File: config.mk
export PLATFORM = sky130hd
export DESIGN_NAME = mem_access_unit
export DESIGN_NICKNAME = d
export VERILOG_FILES = /design/src/rtl/y86_pkg.sv /design/src/rtl/mem_op_decode.sv /design/src/rtl/mem_access_unit.sv
export SDC_FILE = /design/constraint.sdc
export NUM_CORES = 1
export LEC_CHECK = 0
export ABC_AREA = 1
export CORE_AREA = 3 3 177 179
export CTS_CLUSTER_DIAMETER = 40
export DETAILED_ROUTE_END_ITERATION = 6
export DIE_AREA = 0 0 180 182
export GPL_ROUTABILITY_DRIVEN = 1
export GPL_TIMING_DRIVEN = 1
export HOLD_SLACK_MARGIN = 0.05
export PLACE_DENSITY = 0.77
export SLEW_MARGIN = 0
export SYNTH_ARGS = -nofsm -noshare
export SYNTH_HDL_FRONTEND = slang
export SYNTH_SLANG_ARGS = --single-unit
File: constraint.sdc
create_clock -name clk -period 4.3 [get_ports clk]
set_input_delay 0.43 -clock clk [delete_from_list [all_inputs] [get_ports clk]]
set_output_delay 0.43 -clock clk [all_outputs]
set_load 0.02 [all_outputs]
File: src/rtl/y86_pkg.sv
// Purpose: shared Y86-64 constants (icodes, status codes) and the memory-access FSM state type.
// Latency: n/a (declarations only).
// Backpressure: n/a.
package y86_pkg;

    // Instruction codes that touch data memory
    localparam logic [3:0] I_RMMOVQ = 4'h4;
    localparam logic [3:0] I_MRMOVQ = 4'h5;
    localparam logic [3:0] I_CALL   = 4'h8;
    localparam logic [3:0] I_RET    = 4'h9;
    localparam logic [3:0] I_PUSHQ  = 4'hA;
    localparam logic [3:0] I_POPQ   = 4'hB;

    // Y86 status codes
    localparam logic [2:0] S_AOK = 3'd1;
    localparam logic [2:0] S_HLT = 3'd2;
    localparam logic [2:0] S_ADR = 3'd3;
    localparam logic [2:0] S_INS = 3'd4;

    // Memory access unit states
    typedef enum logic [1:0] {
        MAU_IDLE = 2'd0,
        MAU_REQ  = 2'd1,
        MAU_DONE = 2'd2
    } mau_state_t;

endpackage

File: src/rtl/mem_op_decode.sv
// Purpose: decode the memory operation of an instruction and bounds-check its address.
// Latency: combinational.
// Backpressure: none (pure function of its inputs).
//
// Ports:
//   icode            instruction code
//   valE/valA/valP   ALU result, register A / old %rsp, next PC
//   is_mem           instruction accesses data memory
//   is_write         access is a store
//   addr, wdata      byte address and store data
//   addr_ok          access fits inside the legal data space (always 1 for non-memory ops)
module mem_op_decode
    import y86_pkg::*;
#(
    parameter int ADDR_W    = 64,
    parameter int DATA_W    = 64,
    parameter int MEM_BYTES = 4096
) (
    input  logic [3:0]        icode,
    input  logic [ADDR_W-1:0] valE,
    input  logic [ADDR_W-1:0] valA,
    input  logic [ADDR_W-1:0] valP,
    output logic              is_mem,
    output logic              is_write,
    output logic [ADDR_W-1:0] addr,
    output logic [DATA_W-1:0] wdata,
    output logic              addr_ok
);

    // One extra bit so that an access wrapping past the top of the
    // address space lands above the limit instead of back near zero.
    localparam logic [ADDR_W:0] ACC_BYTES = (ADDR_W+1)'(DATA_W / 8);
    localparam logic [ADDR_W:0] LIMIT     = (ADDR_W+1)'(MEM_BYTES);

    logic [ADDR_W:0] end_addr;

    always_comb begin
        is_mem   = 1'b0;
        is_write = 1'b0;
        addr     = '0;
        wdata    = '0;
        case (icode)
            I_RMMOVQ, I_PUSHQ: begin
                is_mem   = 1'b1;
                is_write = 1'b1;
                addr     = valE;
                wdata    = DATA_W'(valA);
            end
            I_CALL: begin
                is_mem   = 1'b1;
                is_write = 1'b1;
                addr     = valE;
                wdata    = DATA_W'(valP);
            end
            I_MRMOVQ: begin
                is_mem = 1'b1;
                addr   = valE;
            end
            // ret and popq read from the old stack pointer, not the updated one
            I_RET, I_POPQ: begin
                is_mem = 1'b1;
                addr   = valA;
            end
            default: begin
                is_mem = 1'b0;
            end
        endcase
    end

    assign end_addr = {1'b0, addr} + ACC_BYTES;
    assign addr_ok  = !is_mem || (end_addr <= LIMIT);

endmodule

File: src/rtl/mem_access_unit.sv
// Purpose: multi-cycle Y86-64 data-memory access with bounds check, req/ack handshake and timeout.
// Latency: non-memory or bad address -> out_valid 1 cycle after accept; memory op -> 1 + ack cycle.
// Backpressure: in_ready high only in IDLE; output pulse has no backpressure.
//
// Ports:
//   clk, rst                       clock, synchronous active-high reset
//   in_valid / in_ready            instruction handshake from the stage
//   icode, valE, valA, valP        instruction fields
//   mem_req/mem_we/mem_addr/mem_wdata   request to data memory, held until ack
//   mem_ack / mem_rdata            completion and read data from memory
//   out_valid, valM, stat          one-cycle completion pulse, read result, Y86 status
module mem_access_unit
    import y86_pkg::*;
#(
    parameter int ADDR_W    = 64,
    parameter int DATA_W    = 64,
    parameter int MEM_BYTES = 4096,
    parameter int TIMEOUT   = 255
) (
    input  logic              clk,
    input  logic              rst,
    input  logic              in_valid,
    output logic              in_ready,
    input  logic [3:0]        icode,
    input  logic [ADDR_W-1:0] valE,
    input  logic [ADDR_W-1:0] valA,
    input  logic [ADDR_W-1:0] valP,
    output logic              mem_req,
    output logic              mem_we,
    output logic [ADDR_W-1:0] mem_addr,
    output logic [DATA_W-1:0] mem_wdata,
    input  logic              mem_ack,
    input  logic [DATA_W-1:0] mem_rdata,
    output logic              out_valid,
    output logic [DATA_W-1:0] valM,
    output logic [2:0]        stat
);

    localparam int CNT_W = (TIMEOUT < 1) ? 1 : $clog2(TIMEOUT + 1);
    // Counter value in the last REQ cycle we are willing to wait
    localparam logic [CNT_W-1:0] CNT_LAST = CNT_W'(TIMEOUT - 1);

    mau_state_t        state, state_nxt;
    logic [CNT_W-1:0]  cnt, cnt_nxt;

    logic              in_ready_nxt;
    logic              mem_req_nxt;
    logic              mem_we_nxt;
    logic [ADDR_W-1:0] mem_addr_nxt;
    logic [DATA_W-1:0] mem_wdata_nxt;
    logic              out_valid_nxt;
    logic [DATA_W-1:0] valM_nxt;
    logic [2:0]        stat_nxt;

    logic              dec_is_mem;
    logic              dec_is_write;
    logic [ADDR_W-1:0] dec_addr;
    logic [DATA_W-1:0] dec_wdata;
    logic              dec_addr_ok;

    mem_op_decode #(
        .ADDR_W    (ADDR_W),
        .DATA_W    (DATA_W),
        .MEM_BYTES (MEM_BYTES)
    ) u_decode (
        .icode    (icode),
        .valE     (valE),
        .valA     (valA),
        .valP     (valP),
        .is_mem   (dec_is_mem),
        .is_write (dec_is_write),
        .addr     (dec_addr),
        .wdata    (dec_wdata),
        .addr_ok  (dec_addr_ok)
    );

    // State and output registers
    always_ff @(posedge clk) begin
        if (rst) begin
            state     <= MAU_IDLE;
            cnt       <= '0;
            in_ready  <= 1'b1;
            mem_req   <= 1'b0;
            mem_we    <= 1'b0;
            mem_addr  <= '0;
            mem_wdata <= '0;
            out_valid <= 1'b0;
            valM      <= '0;
            stat      <= S_AOK;
        end else begin
            state     <= state_nxt;
            cnt       <= cnt_nxt;
            in_ready  <= in_ready_nxt;
            mem_req   <= mem_req_nxt;
            mem_we    <= mem_we_nxt;
            mem_addr  <= mem_addr_nxt;
            mem_wdata <= mem_wdata_nxt;
            out_valid <= out_valid_nxt;
            valM      <= valM_nxt;
            stat      <= stat_nxt;
        end
    end

    // Next-state and next-output logic. Every output is registered, so the
    // values computed here describe what the outputs show in the next cycle.
    always_comb begin
        state_nxt     = state;
        cnt_nxt       = cnt;
        in_ready_nxt  = in_ready;
        mem_req_nxt   = mem_req;
        mem_we_nxt    = mem_we;
        mem_addr_nxt  = mem_addr;
        mem_wdata_nxt = mem_wdata;
        out_valid_nxt = 1'b0;
        valM_nxt      = valM;
        stat_nxt      = stat;

        case (state)
            MAU_IDLE: begin
                cnt_nxt = '0;
                if (in_valid) begin
                    in_ready_nxt = 1'b0;
                    if (dec_is_mem && dec_addr_ok) begin
                        mem_req_nxt   = 1'b1;
                        mem_we_nxt    = dec_is_write;
                        mem_addr_nxt  = dec_addr;
                        mem_wdata_nxt = dec_wdata;
                        state_nxt     = MAU_REQ;
                    end else begin
                        // Nothing to access, or the access is out of range:
                        // complete straight away without touching memory.
                        out_valid_nxt = 1'b1;
                        valM_nxt      = '0;
                        stat_nxt      = dec_is_mem ? S_ADR : S_AOK;
                        state_nxt     = MAU_DONE;
                    end
                end
            end

            MAU_REQ: begin
                // Ack is checked before the timeout so an ack in the final
                // allowed cycle still completes normally.
                if (mem_ack) begin
                    mem_req_nxt   = 1'b0;
                    out_valid_nxt = 1'b1;
                    valM_nxt      = mem_we ? '0 : mem_rdata;
                    stat_nxt      = S_AOK;
                    cnt_nxt       = '0;
                    state_nxt     = MAU_DONE;
                end else if (cnt == CNT_LAST) begin
                    mem_req_nxt   = 1'b0;
                    out_valid_nxt = 1'b1;
                    valM_nxt      = '0;
                    stat_nxt      = S_ADR;
                    cnt_nxt       = '0;
                    state_nxt     = MAU_DONE;
                end else begin
                    cnt_nxt = cnt + 1'b1;
                end
            end

            MAU_DONE: begin
                cnt_nxt      = '0;
                in_ready_nxt = 1'b1;
                state_nxt    = MAU_IDLE;
            end

            default: begin
                cnt_nxt      = '0;
                mem_req_nxt  = 1'b0;
                in_ready_nxt = 1'b1;
                state_nxt    = MAU_IDLE;
            end
        endcase
    end

endmodule

==> impl_results.md, run 1 <==
- DR DRC count: 0
- Die area: 32760 um^2
- Area of the core: slightly below 30000 um^2
- Status: completed
- DP Cell Count: roughly 2.9k
- Top-count cell post-synth: nand2_1
- Max Cap Violations: 0
- Post-synth EDFFs: 0
- Die height: 182 um
- Sequential-to-total area share from yosys stat: 35.03%
- Syn Inst Count: a little under 2k
- Vias in the first global route: 14.63k
- Ys flop type: dfxtp_1
- Final WL: 51.84 mm
- CP max stage delay: 450 ps
- Syn Nets: 2239
- IO Count: 463
- Clock Tree Buf Depth: 3
- Leak: slightly above 8 nW
- Clock sink total: approximately 210
- Final layout net count: 2802
- Library cells used by synthesis: 34
- Syn_area_per_cell: between 5 and 6 um^2
- Worst-Margin Slew: 884.7 ps
- Top cell type's share of synthesized area: 35.03%
- TNS Setup: 0 ps
- Bufs and invs on worst path: 7
- P&R area growth vs syn: 61.69%
- Worst Path Required: 4720 ps
- Final RePlAce weighted congestion: around 1.1
- Final Cycle Share: 93.29%
- Register bit total from synthesis: 207
- Final hold vios: 0
- Area leader, netlist: dfxtp_1
- Largest net degree at the start of global routing: 130
- Placed cell area: 18060 um^2
- # hold bufs at CTS: 0
- Layout Cells excl Fill: between 2k and 3k
- CTS root buffer: clkbuf_16
- Crit path depth: 27
- Inserted Clock Buffers: 31
- Fmax: ~250 MHz
- Routed WL per cell: about 18 um
- PD cells: 284.5 nW/um^2
- Pins Over Slew Limit: 0
- Post-DP HPWL: 40.71 mm
- Worst Reg2Reg Path Length in Cells: 13
- Worst setup SP type: primary input
- Hold Path Class: in -> reg
- IO buf count: 460
- Global route overflow: 0
- Top cells by area, synth: dfxtp_1 35%, nand2_1 21%, nor2_1 12%
- Final setup fails: 0
- Most frequent CP cell: nand2_1
- 1st-iter DRT viols: 1191
- DRT Pass-1 Iters: 6
- Synthesis Warnings: 0
- Layout Skew: 9.515 ps
- Worst setup EP type: flip-flop
- Synth top cells by count: 652 x nand2_1, 379 x nor2_1, 244 x nand3_1, 207 x dfxtp_1, 134 x inv_1
- Fill cell count: 2626
- Clock slew at reported path FFs: 60 ps
- Via density: 5.061
- First-pass GRT wire length: 79.62 mm
- CP top delay family: simple AND/OR/NAND/NOR gates
- Clock Latency Late Sink: 540 ps
- H-tree Lvls: 1
- WHS Path Cells: 5
- Max stage delay cell, worst path: clkdlybuf4s50_1
- Worst Path Class, Setup: in -> reg
- ANT nets after route: 0
- CTS tree: built
- Final Cell Area: 19130 um^2
- Worst VDD drop: ~0.33 mV
- CP max FO: 28
- CP Data Arrival Time: 4430 ps
- Total track usage: 29.98%
- Initial Utilization: 39.81%
- Area of the mapped netlist: 11830 um^2
- Num rows: between 60 and 70
- Ys async rst share: 0%
- Fin crit period: 4012 ps
- Layout cell share with drive strength beyond 1: 10.83%
- Vias after detailed routing: around 15k
- Max-slew headroom: 40.88%
- Die width: 180 um
- Initial antenna violation count: 1
==> per-stage QoR <==
step                hold WS, ps  setup WS, ps  total power, mW  util (%)
detailed placement        447.1        -628.0            3.041     60.78
finish                    373.5         288.3            5.442     64.37
floorplan                 429.7          1033            2.480         -
global route              404.6        -35.25            5.663     64.37
CTS                       348.1         66.65            5.477     64.20
global placement          440.6        -657.7            3.034     60.78
==> flip-flops by register name, summed over array words and instances, names as in the netlist <==
name and count:
valM 64, mem_we 1, cnt 8, state 2, mem_addr 64, mem_req 1
mem_wdata 64, stat 1, out_valid 1, in_ready 1
==> area by class of cell <==
class	count	area [um^2]	share of cell area, %
multi-input combinational	1507	6714	35.10
timing repair buffer	646	6231	32.57
sequential	207	4144	21.66
clock buffer	40	839.6	4.389
inverter	142	538.0	2.813
tap	390	488.0	2.551
clock inverter	16	171.4	0.8961
antenna	1	2.502	0.01308
==> worst min-delay path, stage by stage <==
cell and delay, ps:
buf_4 130, inv_1 100, nor2_4 70, nor2_1 80, nor2_1 50
==> path summary, 6_finish.rpt <==
check / from / end / slack (ps)
min: in_valid / mem_wdata[1] / 370
min reg2reg: mem_addr[20] / mem_addr[20] / 460
max: icode[2] / valM[42] / 290
max reg2reg: cnt[0] / stat[1] / 2170
==> metal layers <==
layer | share of wire [%] | vias up | GRT usage, %
met3 | 9.5 | 157 | 8.213
met1 | 40 | 6706 | 36.99
met4 | 4.5 | 0 | 12.13
met2 | 46 | 681 | 49.67
li1 | - | 7380 | -
met5 | 0 | - | 0
==> power breakdown <==
| group | internal (mW) | total (mW) | switching (mW) | leakage, nW |
|---|---|---|---|---|
| sequential | 1.97 | 2.00 | 0.0294 | 1.68 |
| clock | 1.50 | 2.42 | 0.920 | 0.479 |
| combinational | 0.502 | 1.02 | 0.513 | 6.16 |
==> kinds of logic after synthesis <==
logic type                 count (synthesis)  share of synthesized area [%]
AOI/OAI and AO/OA                        147                          7.678
DFF                                      207                          35.03
other                                      2                        0.06348
adders and majority gates                  3                         0.3173
xor gates and xnor gates                  17                          1.259
and+or+nand+nor                         1338                          46.63
buffers and inverters                    258                          9.022
==> cells in the final DEF, fill, tap and decap left out, drive strengths merged <==
master and count:
diode 1, inv 144, ha 3, clkbuf 40, clkdlybuf4s50 459, nor2 397
o21a 2, a21oi 69, nor3 9, nor3b 2, clkinv 7, xor2 11
nor2b 1, nand3 245, nand4 21, nor4 1, xnor2 6, nand3b 8
bufinv 2, dfxtp 207, o22ai 1, conb 2, buf 187, a32oi 1
clkinvlp 5, nand2 654, a22oi 65, o21ai 9
==> repair_timing <==
action | CTS | global route
endpoints found under the setup margin | 111 | 194
pin swaps | 0 | 2
resized for setup | 1 | 10
buffers inserted | 0 | 1
Note: power is estimated with default switching activity, not from simulation.
==> run 2: changes to the inputs <==
--- a/config.mk
+++ b/config.mk
@@ -6,15 +6,17 @@
 export NUM_CORES = 1
 export LEC_CHECK = 0
 export ABC_AREA = 1
-export CORE_AREA = 3 3 177 179
+export CORE_AREA = 3 3 179 181
+export CTS_BUF_LIST = sky130_fd_sc_hd__clkbuf_16
 export CTS_CLUSTER_DIAMETER = 40
 export DETAILED_ROUTE_END_ITERATION = 6
-export DIE_AREA = 0 0 180 182
+export DIE_AREA = 0 0 182 184
 export GPL_ROUTABILITY_DRIVEN = 1
 export GPL_TIMING_DRIVEN = 1
 export HOLD_SLACK_MARGIN = 0.05
-export PLACE_DENSITY = 0.77
+export PLACE_DENSITY = 0.78
 export SLEW_MARGIN = 0
 export SYNTH_ARGS = -nofsm -noshare
 export SYNTH_HDL_FRONTEND = slang
+export SYNTH_HIERARCHICAL = 1
 export SYNTH_SLANG_ARGS = --single-unit
==> run 2 against run 1 <==
- combinational power grew 5%
- final cell count grew 5.0%
- clock power grew 15%
- register-to-register slack lost 110 ps
- critical path type unchanged
- critical endpoint is now mem_wdata[53]
- largest power group unchanged
- highest routed layer unchanged
==> impl_results.md, run 2 <==
- Total track usage: 35.41% (was 29.98%)
- Syn Inst Count: 2055 (was 1972)
- Clock slew at reported path FFs: 60 ps (about the same)
- Clock Tree Buf Depth: 3 (unchanged)
- Layout Skew: 19.53 ps (was 9.515 ps)
- Fmax: 249.1 MHz (was 249.3 MHz)
- 1st-iter DRT viols: 1720 (was 1191)
- IO Count: 463 (unchanged)
- Worst-Margin Slew: 1138 ps (was 884.7 ps)
- Worst Reg2Reg Path Length in Cells: 10 (was 13)
- Top cell type's share of synthesized area: 33.15% (was 35.03%)
- Area leader, netlist: dfxtp_1 (unchanged)
- IO buf count: 460 (unchanged)
- Vias in the first global route: 15.99k (was 14.63k)
- DP Cell Count: 3023 (was 2891)
- Sw power: 1.614 mW (was 1.463 mW)
- Final Cycle Share: 93.35% (was 93.29%)
- Most frequent CP cell: nand2_1 (unchanged)
- ANT nets after route: 0 (unchanged)
- Top cells by area, synth: dfxtp_1 33%, nand2_1 21%, nor2_1 8.2% (was dfxtp_1 35%, nand2_1 21%, nor2_1 12%)
- Area of the mapped netlist: 12500 um^2 (was 11830 um^2)
- Area of the core: 30590 um^2 (was 29720 um^2)
- Final setup fails: 0 (unchanged)
- Post-DP HPWL: 48.56 mm (was 40.71 mm)
- Max-slew headroom: 24.02% (was 40.88%)
- Bufs and invs on worst path: 7 (unchanged)
- RSZ-0062 raised after global routing: false
- Commonest non-fill, non-tap cell in the layout: nand2_1 (unchanged)
- Syn_area_per_cell: 6.083 um^2 (was 5.999 um^2)
- Ys flop type: dfxtp_1 (unchanged)
- First-pass GRT wire length: 93.10 mm (was 79.62 mm)
- Comb pwr share: 18.3% (was 18.7%)
- Largest net degree at the start of global routing: 96 (was 130)
- Post-synth EDFFs: 0 (unchanged)
- Worst setup SP type: primary input (unchanged)
- Max Cap Violations: 0 (unchanged)
- CTS root buffer: clkbuf_16 (unchanged)
- Worst setup path end: mem_wdata[53] (was valM[42])
- Final WL: 63.26 mm (was 51.84 mm)
- Pint: 4.231 mW (was 3.979 mW)
- Die area: 33490 um^2 (was 32760 um^2)
- Max stage delay cell, worst path: clkdlybuf4s50_1 (unchanged)
- Ys async rst share: 0% (unchanged)
- Clock sink total: 207 (unchanged)
- Final hold vios: 0 (unchanged)
- P&R area growth vs syn: 63.17% (was 61.69%)
- Vias after detailed routing: 16.79k (was 14.92k)
- Sequential Power Share: 33.9% (was 36.8%)
- Die width: 182 um (was 180 um)
- Initial Utilization: 40.87% (was 39.81%)
- DR DRC count: 0 (unchanged)
- Total Power: 5.846 mW (was 5.442 mW)
- PD cells: 286.6 nW/um^2 (was 284.5 nW/um^2)
- Routed WL per cell: 20.44 um (was 17.58 um)
- CTS tree: built (unchanged)
- Hold Path Class: in -> reg (unchanged)
- Worst R2R Setup Slack: 2060 ps (was 2170 ps)
- Top-count cell post-synth: nand2_1 (unchanged)
- RR Endpoint: valM[15] (was stat[1])
- Layout cell share with drive strength beyond 1: 15.36% (was 10.83%)
- Crit path depth: 27 (unchanged)
- Synth top cells by count: 693 x nand2_1, 274 x nor2_1, 207 x dfxtp_1, 177 x nand3_1, 137 x inv_1 (was 652 x nand2_1, 379 x nor2_1, 244 x nand3_1, 207 x dfxtp_1, 134 x inv_1)
- DRT Pass-1 Iters: 6 (unchanged)
- Worst setup EP type: flip-flop (unchanged)
- Status: completed (unchanged)
- Most frequent cells in the layout: 684 x nand2_1, 456 x clkdlybuf4s50_1, 258 x nor2_1 (was 650 x nand2_1, 459 x clkdlybuf4s50_1, 373 x nor2_1)
- Global route overflow: 0 (unchanged)
- Fin crit period: 4014 ps (was 4012 ps)
- Final layout net count: 2936 (was 2802)
- H-tree Lvls: 2 (was 1)
- Final RePlAce weighted congestion: 0.9832 (was 1.055)
- Initial antenna violation count: 3 (was 1)
- Top flop regs: mem_addr x64, mem_wdata x64, valM x64 (unchanged)
- Synthesis Warnings: 6 (was 0)
- CP Launch Point: icode[1] (was icode[2])
- Sequential-to-total area share from yosys stat: 33.15% (was 35.03%)
- Layout Cells excl Fill: 3095 (was 2949)
- Pins Over Slew Limit: 0 (unchanged)
- WHS Path Cells: 2 (was 5)
- Clock network fraction of total power: 47.8% (was 44.6%)
- CP max stage delay: 450 ps (about the same)
- CP max FO: 18 (was 28)
- CP Data Arrival Time: 4440 ps (was 4430 ps)
- Worst VDD drop: 0.2552 mV (was 0.3297 mV)
- Via density: 5.424 (was 5.061)
- Die height: 184 um (was 182 um)
- Clock Latency Late Sink: 510 ps (was 540 ps)
- Worst Path Class, Setup: in -> reg (unchanged)
- Worst Path Required: 4720 ps (about the same)
- Num rows: 64 (was 63)
- Leak: 8.202 nW (was 8.315 nW)
- Sw Ratio: 27.61% (was 26.88%)
- CP top delay family: simple AND/OR/NAND/NOR gates (unchanged)
- Inserted Clock Buffers: 34 (was 31)
- Syn Nets: 2322 (was 2239)
- Register bit total from synthesis: 207 (unchanged)
- Reg2reg start: cnt[0] (unchanged)
- Library cells used by synthesis: 39 (was 34)
## run 2: power by group through the flow
stage          Clock (mW)  Combinational [mW]  Sequential (mW)
2_1_floorplan           0               0.379             2.07
3_3_place_gp            0                1.04             2.02
3_5_place_dp            0                1.04             2.02
4_1_cts              2.82                1.05             1.98
5_1_grt              2.91                1.14             1.98
6_report             2.79                1.07             1.98
## run 2: area by class of cell
cell class | count | area [um^2]
clock inverters | 28 | 306.5
repair buffers | 703 | 6750
clock buffers | 34 | 850.8
multi-input cells | 1579 | 7287
flip-flops and latches | 207 | 4144
diodes | 4 | 10.01
fillers | 2711 | 10190
inverters | 144 | 553.0
well taps | 396 | 495.5
## run 2: stage by stage
step | instance area, um^2 | hold WS [ps] | TNS [ps] | utilization [%] | setup WS [ps]
global route | 20390 | 429.5 | 0 | 66.67 | 39.84
finish | 20400 | 415.3 | 0 | 66.68 | 285.9
CTS | 20110 | 394.4 | 0 | 65.74 | 84.19
detailed placement | 18950 | 454.4 | -66450 | 61.96 | -425.6
global placement | 18950 | 445.9 | -64080 | 61.96 | -379.8
floorplan | 12500 | 441.5 | 0 | - | 900.3
## run 2: cells by family (layout without fill, tap and decap cells)
| group | after synthesis | count (layout) | share of synthesized area, % |
|---|---|---|---|
| XOR/XNOR | 20 | 20 | 1.401 |
| adder cells (fa/ha/maj) | 3 | 3 | 0.3003 |
| other | 2 | 6 | 0.06008 |
| AND/OR/NAND/NOR | 1316 | 1316 | 45.22 |
| flip-flops | 207 | 207 | 33.15 |
| buffers and inverters | 269 | 909 | 9.789 |
| AO/OA/AOI/OAI | 238 | 238 | 10.08 |
## run 2: timing repair
| item | 4_1_cts | 5_1_grt |
|---|---|---|
| buffers inserted | 0 | 2 |
| gates resized for setup | 0 | 43 |
| hold buffers | 0 | 0 |
| endpoints found under the setup margin | 0 | 196 |
## run 2: worst min path at each step
stage                  start            end
6_report                 rst   mem_addr[36]
4_1_cts                  rst   mem_addr[36]
5_1_grt                  rst   mem_addr[33]
3_5_place_dp   mem_wdata[24]  mem_wdata[24]
2_1_floorplan         cnt[0]         cnt[0]
3_3_place_gp        in_ready       in_ready
## run 2: per-layer routing
layer  global-route usage [%]  vias up  part of all wire [%]
li1                         -     7835                     -
met1                    43.31     7788                    38
met2                    59.98      977                    47
met3                    7.459      188                   9.7
met4                    16.12        0                   5.3
met5                        0        -                     0
